## src/rtl/tff_bank_counter.sv

```systemverilog
// tff_bank_counter: WIDTH-bit toggle/count/load register bank with modulo wrap and status flags
module tff_bank_counter #(
    parameter int              WIDTH     = 8,
    parameter longint unsigned MODULUS   = 64'd1 << WIDTH,
    parameter longint unsigned RESET_VAL = 64'd0
) (
    input  logic             clk,
    input  logic             rst_n,
    input  logic             en,
    input  logic [1:0]       mode,
    input  logic [WIDTH-1:0] t,
    input  logic [WIDTH-1:0] d,
    input  logic             clr,
    input  logic             ovf_clr,
    output logic [WIDTH-1:0] q,
    output logic [WIDTH-1:0] qn,
    output logic             tc,
    output logic             wrap,
    output logic             ovf,
    output logic             range_err
);
    if (WIDTH < 1 || WIDTH > 32 || MODULUS < 64'd2 || MODULUS > (64'd1 << WIDTH) || RESET_VAL >= MODULUS) begin : g_bad_param
        $error("tff_bank_counter: illegal WIDTH/MODULUS/RESET_VAL");
    end
    localparam logic [WIDTH-1:0] MAX = WIDTH'(MODULUS - 64'd1);
    localparam logic [WIDTH-1:0] RST = WIDTH'(RESET_VAL);
    logic [WIDTH-1:0] q_q, q_d, tgl;
    logic             wrap_q, wrap_d, rerr_q, rerr_d, ovf_q, ovf_d, tgl_ok, d_ok;
    assign tgl    = q_q ^ t;
    assign tgl_ok = 64'(tgl) < MODULUS;
    assign d_ok   = 64'(d) < MODULUS;
    assign q      = q_q;
    assign qn     = ~q_q;
    assign wrap   = wrap_q;
    assign ovf    = ovf_q;
    assign range_err = rerr_q;
    assign tc     = en & ~clr & ((mode == 2'd1 && q_q == MAX) || (mode == 2'd2 && q_q == '0));
    // next-state selection: clr beats en, out-of-range results saturate to MODULUS-1
    always_comb begin
        q_d    = q_q;
        wrap_d = 1'b0;
        rerr_d = 1'b0;
        if (clr) begin
            q_d = '0;
        end else if (en) begin
            case (mode)
                2'd0: begin
                    q_d    = tgl_ok ? tgl : MAX;
                    rerr_d = ~tgl_ok;
                end
                2'd1: begin
                    q_d    = (q_q == MAX) ? '0 : q_q + 1'b1;
                    wrap_d = (q_q == MAX);
                end
                2'd2: begin
                    q_d    = (q_q == '0) ? MAX : q_q - 1'b1;
                    wrap_d = (q_q == '0);
                end
                2'd3: begin
                    q_d    = d_ok ? d : MAX;
                    rerr_d = ~d_ok;
                end
            endcase
        end
        ovf_d = wrap_d | (ovf_q & ~ovf_clr);
    end
    // state registers with asynchronous reset; pending pulses are dropped on reset
    always_ff @(posedge clk or negedge rst_n) begin
        if (!rst_n) begin
            q_q    <= RST;
            wrap_q <= 1'b0;
            rerr_q <= 1'b0;
            ovf_q  <= 1'b0;
        end else begin
            q_q    <= q_d;
            wrap_q <= wrap_d;
            rerr_q <= rerr_d;
            ovf_q  <= ovf_d;
        end
    end
endmodule

```

## config.mk

```make
export PLATFORM = sky130hd
export DESIGN_NAME = tff_bank_counter
export DESIGN_NICKNAME = d
export VERILOG_FILES = /design/src/rtl/tff_bank_counter.sv
export SDC_FILE = /design/constraint.sdc
export NUM_CORES = 1
export LEC_CHECK = 0
export BUFFER_PORTS_ARGS = -buffer_cell sky130_fd_sc_hd__buf_2
export CAP_MARGIN = 5
export CORE_ASPECT_RATIO = 1.1
export CORE_MARGIN = 5
export CORE_UTILIZATION = 50
export CTS_CLUSTER_SIZE = 40
export DETAILED_ROUTE_END_ITERATION = 12
export PLACE_DENSITY = 0.82
export SYNTH_ARGS = -nofsm -noshare
export SYNTH_HDL_FRONTEND = slang
export SYNTH_SLANG_ARGS = --single-unit
```

## constraint.sdc

```tcl
create_clock -name clk -period 3.46 [get_ports clk]
set_input_delay 0.692 -clock clk [delete_from_list [all_inputs] [get_ports clk]]
set_output_delay 0.692 -clock clk [all_outputs]
set_load 0.005 [all_outputs]
```

==> out/results.md <==
| Result | Value | Unit |
|:---|:---|:---|
| Run status | finished, final reports clean | - |
| Final setup vio count | 0 | - |
| Number of inserted filler cells in the final layout | 188 | - |
| CP Cell Sequence | inv_1, ha_1, nor2b_1, nand4_2, a21oi_1, buf_2 | - |
| Flop pwr share | 0.354 | - |
| Number of clock buffers inserted by TritonCTS | 3 | - |
| Share of layout cells above drive strength 1 | 0.3136 | - |
| Logic depth of the worst path, buffers included | 6 | - |
| Destination of the worst register-to-register timing path | q[2]$_DFFE_PN0P_ | - |
| Number of H-tree levels | 1 | - |
| Startpoint Class | register | - |
| Worst-path maximum fanout | 8 | - |
| Clock Skew | 0.01051 | ns |
| Overall die area | 0.003260 | mm^2 |
| Maximum resistive drop on vdd | 0.2611 | mV |
| Remaining antenna violation count after routing | 0 | - |
| Launch point of the worst reg-to-reg path | q[0]$_DFFE_PN0P_ | - |
| Switching portion of total power | 0.3736 | - |
| Root Buffer Master | sky130_fd_sc_hd__clkbuf_4 | - |
| Number of distinct standard cells referenced by the synthesized netlist | 50 | - |
| Total number of placement rows | 17 | - |
| Setup TNS | 0 | ns |
| Launching instance or port of the critical path | q[0]$_DFFE_PN0P_ | - |
| Most instantiated flip-flop cell in the synthesis netlist | sky130_fd_sc_hd__dfrtp_1 | - |
| Part of the power in the clock network | 0.271 | - |
| Max-slew headroom at the worst pin | 0.5431 | - |
| Starting density of the core | 0.5373 | - |
| Worst path required time | 2.77 | ns |
| First drt pass iteration count | 4 | - |
| Fraction of synthesized cell area taken by the top area cell type | 0.2257 | - |
| Area of the multi-input gates | 745.7 | um^2 |
| Part of the Yosys area used for sequential elements | 0.2257 | - |
| Critical Path End | tc | - |
| Count of maximum capacitance violations | 0 | - |
| Routability Congestion | 0.9409 | - |
| Signal arrival time at the worst endpoint | 1.78 | ns |
| Net load switching power | 0.1562 | mW |
| Detail-routed net length per standard cell | 16.64 | um |
| Path category of the worst min-delay check | primary input to asynchronous set/reset pin | - |
| Worst slack, placed | 1.039 | ns |
| Buffer levels on the longest clock path | 2 | - |
| Nature of the critical path endpoint | output port | - |
| Number of hold violations in the final report | 0 | - |
| Total design power | 0.4182 | mW |
| Core Box Area | 0.002063 | mm^2 |
| Register bit count reported by yosys | 10 | - |
| Layout Nets | 200 | - |
| Grt total ovfl | 0 | - |
| Final period demand of the worst path | 2.473 | ns |
| Final worst path period share | 0.7146 | - |
| # port buffers | 41 | - |
| Top cells by count, synth | sky130_fd_sc_hd__inv_1 (14), sky130_fd_sc_hd__a21oi_1 (10), sky130_fd_sc_hd__dfrtp_1 (10), sky130_fd_sc_hd__xnor2_1 (9) | - |
| Total Wirelength | 3.279 | mm |
| Standard cell with the maximum stage delay on the critical path | sky130_fd_sc_hd__dfrtp_1 | - |
| Setup slack, reg-to-reg | 1.57 | ns |
| Postcts setup bufs | 0 | - |
| Area occupied by registers | 250.2 | um^2 |
| Sink Count | 10 | - |
| ANT cells | 0 | - |
| Power per cell area | 315.6 | mW/mm^2 |
| Post-Syn Instances | 134 | - |
| Number of pins with negative max-slew slack in the final report | 0 | - |
| Clock-pin transition on the worst setup and hold timing paths | 0.08 | ns |
| Top post-synthesis cells by area | sky130_fd_sc_hd__dfrtp_1 (23%), sky130_fd_sc_hd__ha_1 (7.9%), sky130_fd_sc_hd__xnor2_1 (7.1%) | - |
| Total global-route track usage | 0.2203 | - |
| Post-synthesis cell area | 0.001109 | mm^2 |
| Worst hold slack across all endpoints | 0.2527 | ns |
| Biggest area consumer among synthesized cells | sky130_fd_sc_hd__dfrtp_1 | - |
| Crit path max-delay family | flip-flops | - |
| Leading cell type by number of instances after synthesis | sky130_fd_sc_hd__inv_1 | - |
| Number of global-route vias before repair | 1174 | - |
| Die width | 54.90 | um |
| Achievable Freq | 0.4044 | GHz |
| Delay contributed by the slowest stage of the critical path | 0.47 | ns |
| Number of DRC markers in iteration 0 | 47 | - |
| Internal power summed over all cells | 0.2620 | mW |
| Count of placed standard cells including taps | 193 | - |
| RSZ-0062 raised after global routing | no | - |
| Post-synth EDFFs | 0 | - |
| Leakage | 0.6142 | nW |
| Pin count of the biggest net entering global routing | 18 | - |
| Syn-to-layout area delta | 19.53 | % |
| Register-to-Register Path Depth | 6 | - |
| Average vias per placed instance | 6.010 | - |
| Combinational fraction of design power | 0.375 | - |
| Number of primary I/O pins | 43 | - |
| Post-CTS Hold Fix Bufs | 0 | - |
| First-pass GRT wire length | 5.313 | mm |
| Worst Path Buf+Inv | 2 | - |
| Post-Layout Cell Count | 197 | - |
| Initial antenna violation count | 0 | - |
| Net Count, Synth | 164 | - |
| Die H | 59.39 | um |
| Synthesized area per cell | 8.273 | um^2 |
| Setup Crit Path Kind | register to output port | - |
| Final worst slack | 0.9874 | ns |
| Clock tree from TritonCTS | yes | - |
| Post-CTS Resized | 0 | - |
| Worst-Skew Late Latency | 0.29 | ns |
| Final routed DRC violation total | 0 | - |
| Vias | 1184 | - |
| Tightest Pin Transition | 0.6853 | ns |
| Share of flip-flops with an asynchronous set or reset after synthesis | 1.000 | - |
| Total of warnings raised by yosys | 0 | - |
| Hpwl dp | 2.543 | mm |
-- power groups by stage --
stage,clock (mW),combinational [mW],sequential [mW]
2_1_floorplan,0,0.115,0.137
3_3_place_gp,0,0.152,0.150
3_5_place_dp,0,0.155,0.150
4_1_cts,0.112,0.156,0.148
5_1_grt,0.118,0.173,0.151
6_report,0.113,0.157,0.148
-- sequential cells by signal (all words and copies together), names as in the netlist --
name and flops:
wrap 1, ovf 1, q 8
-- through the flow --
stage	util	cell area, um^2
6_report	0.6422	1325
3_5_place_dp	0.6246	1289
4_1_cts	0.6422	1325
3_3_place_gp	0.6246	1289
2_1_floorplan	-	1109
5_1_grt	0.6422	1325
-- cells by family after synthesis --
family | Yosys count | share of synthesized area
flops | 10 | 0.2257
xor+xnor | 9 | 0.07111
compound gates | 46 | 0.3070
other cells | 1 | 0.003383
simple gates | 37 | 0.2122
fa+ha+maj | 7 | 0.07900
buf+inv | 24 | 0.1016
-- cell type report --
cell class,count,area share
inverter,14,0.03966
clock buffer,4,0.02738
tap,28,0.02644
sequential,10,0.1889
multi-input combinational,100,0.5628
timing repair buffer,41,0.1549
-- layout by cell type, fill, tap and decap left out, drive strengths merged, types with 3 or more instances in the layout --
cell	instances
o22ai	3
dfrtp	10
nand2	7
clkbuf	4
nand4	5
nand2b	3
ha	7
o21ai	5
a21o	3
buf	41
a31oi	3
nor2	4
nor3	3
inv	14
xnor2	9
a21oi	10
o211ai	3
nand3	4
-- metal layers --
| metal | wire length [um] | track usage | up-vias |
|---|---|---|---|
| li1 | - | - | 564 |
| met1 | 1242 | 0.2649 | 544 |
| met2 | 1646 | 0.3716 | 69 |
| met3 | 341 | 0.06549 | 7 |
| met4 | 48 | 0.06250 | 0 |
| met5 | 0 | 0 | - |
-- worst min path at each step --
stage                       endpoint  depth (start not counted)           from
floorplan              ovf$_DFF_PN0_                          0          rst_n
global placement       ovf$_DFF_PN0_                          1  ovf$_DFF_PN0_
detailed placement     ovf$_DFF_PN0_                          1  ovf$_DFF_PN0_
CTS                 q[3]$_DFFE_PN0P_                          1          rst_n
global route        q[3]$_DFFE_PN0P_                          1          rst_n
finish              q[3]$_DFFE_PN0P_                          1          rst_n
-- worst register-to-register path: stages, from the launching register on --
cell and delay (ns):
sky130_fd_sc_hd__dfrtp_1 0.49, sky130_fd_sc_hd__inv_1 0.14, sky130_fd_sc_hd__ha_1 0.30, sky130_fd_sc_hd__a221o_1 0.33
sky130_fd_sc_hd__a22oi_1 0.21, sky130_fd_sc_hd__a221oi_1 0.12, sky130_fd_sc_hd__a21o_1 0.19
Power figures use the tool's default switching activity.
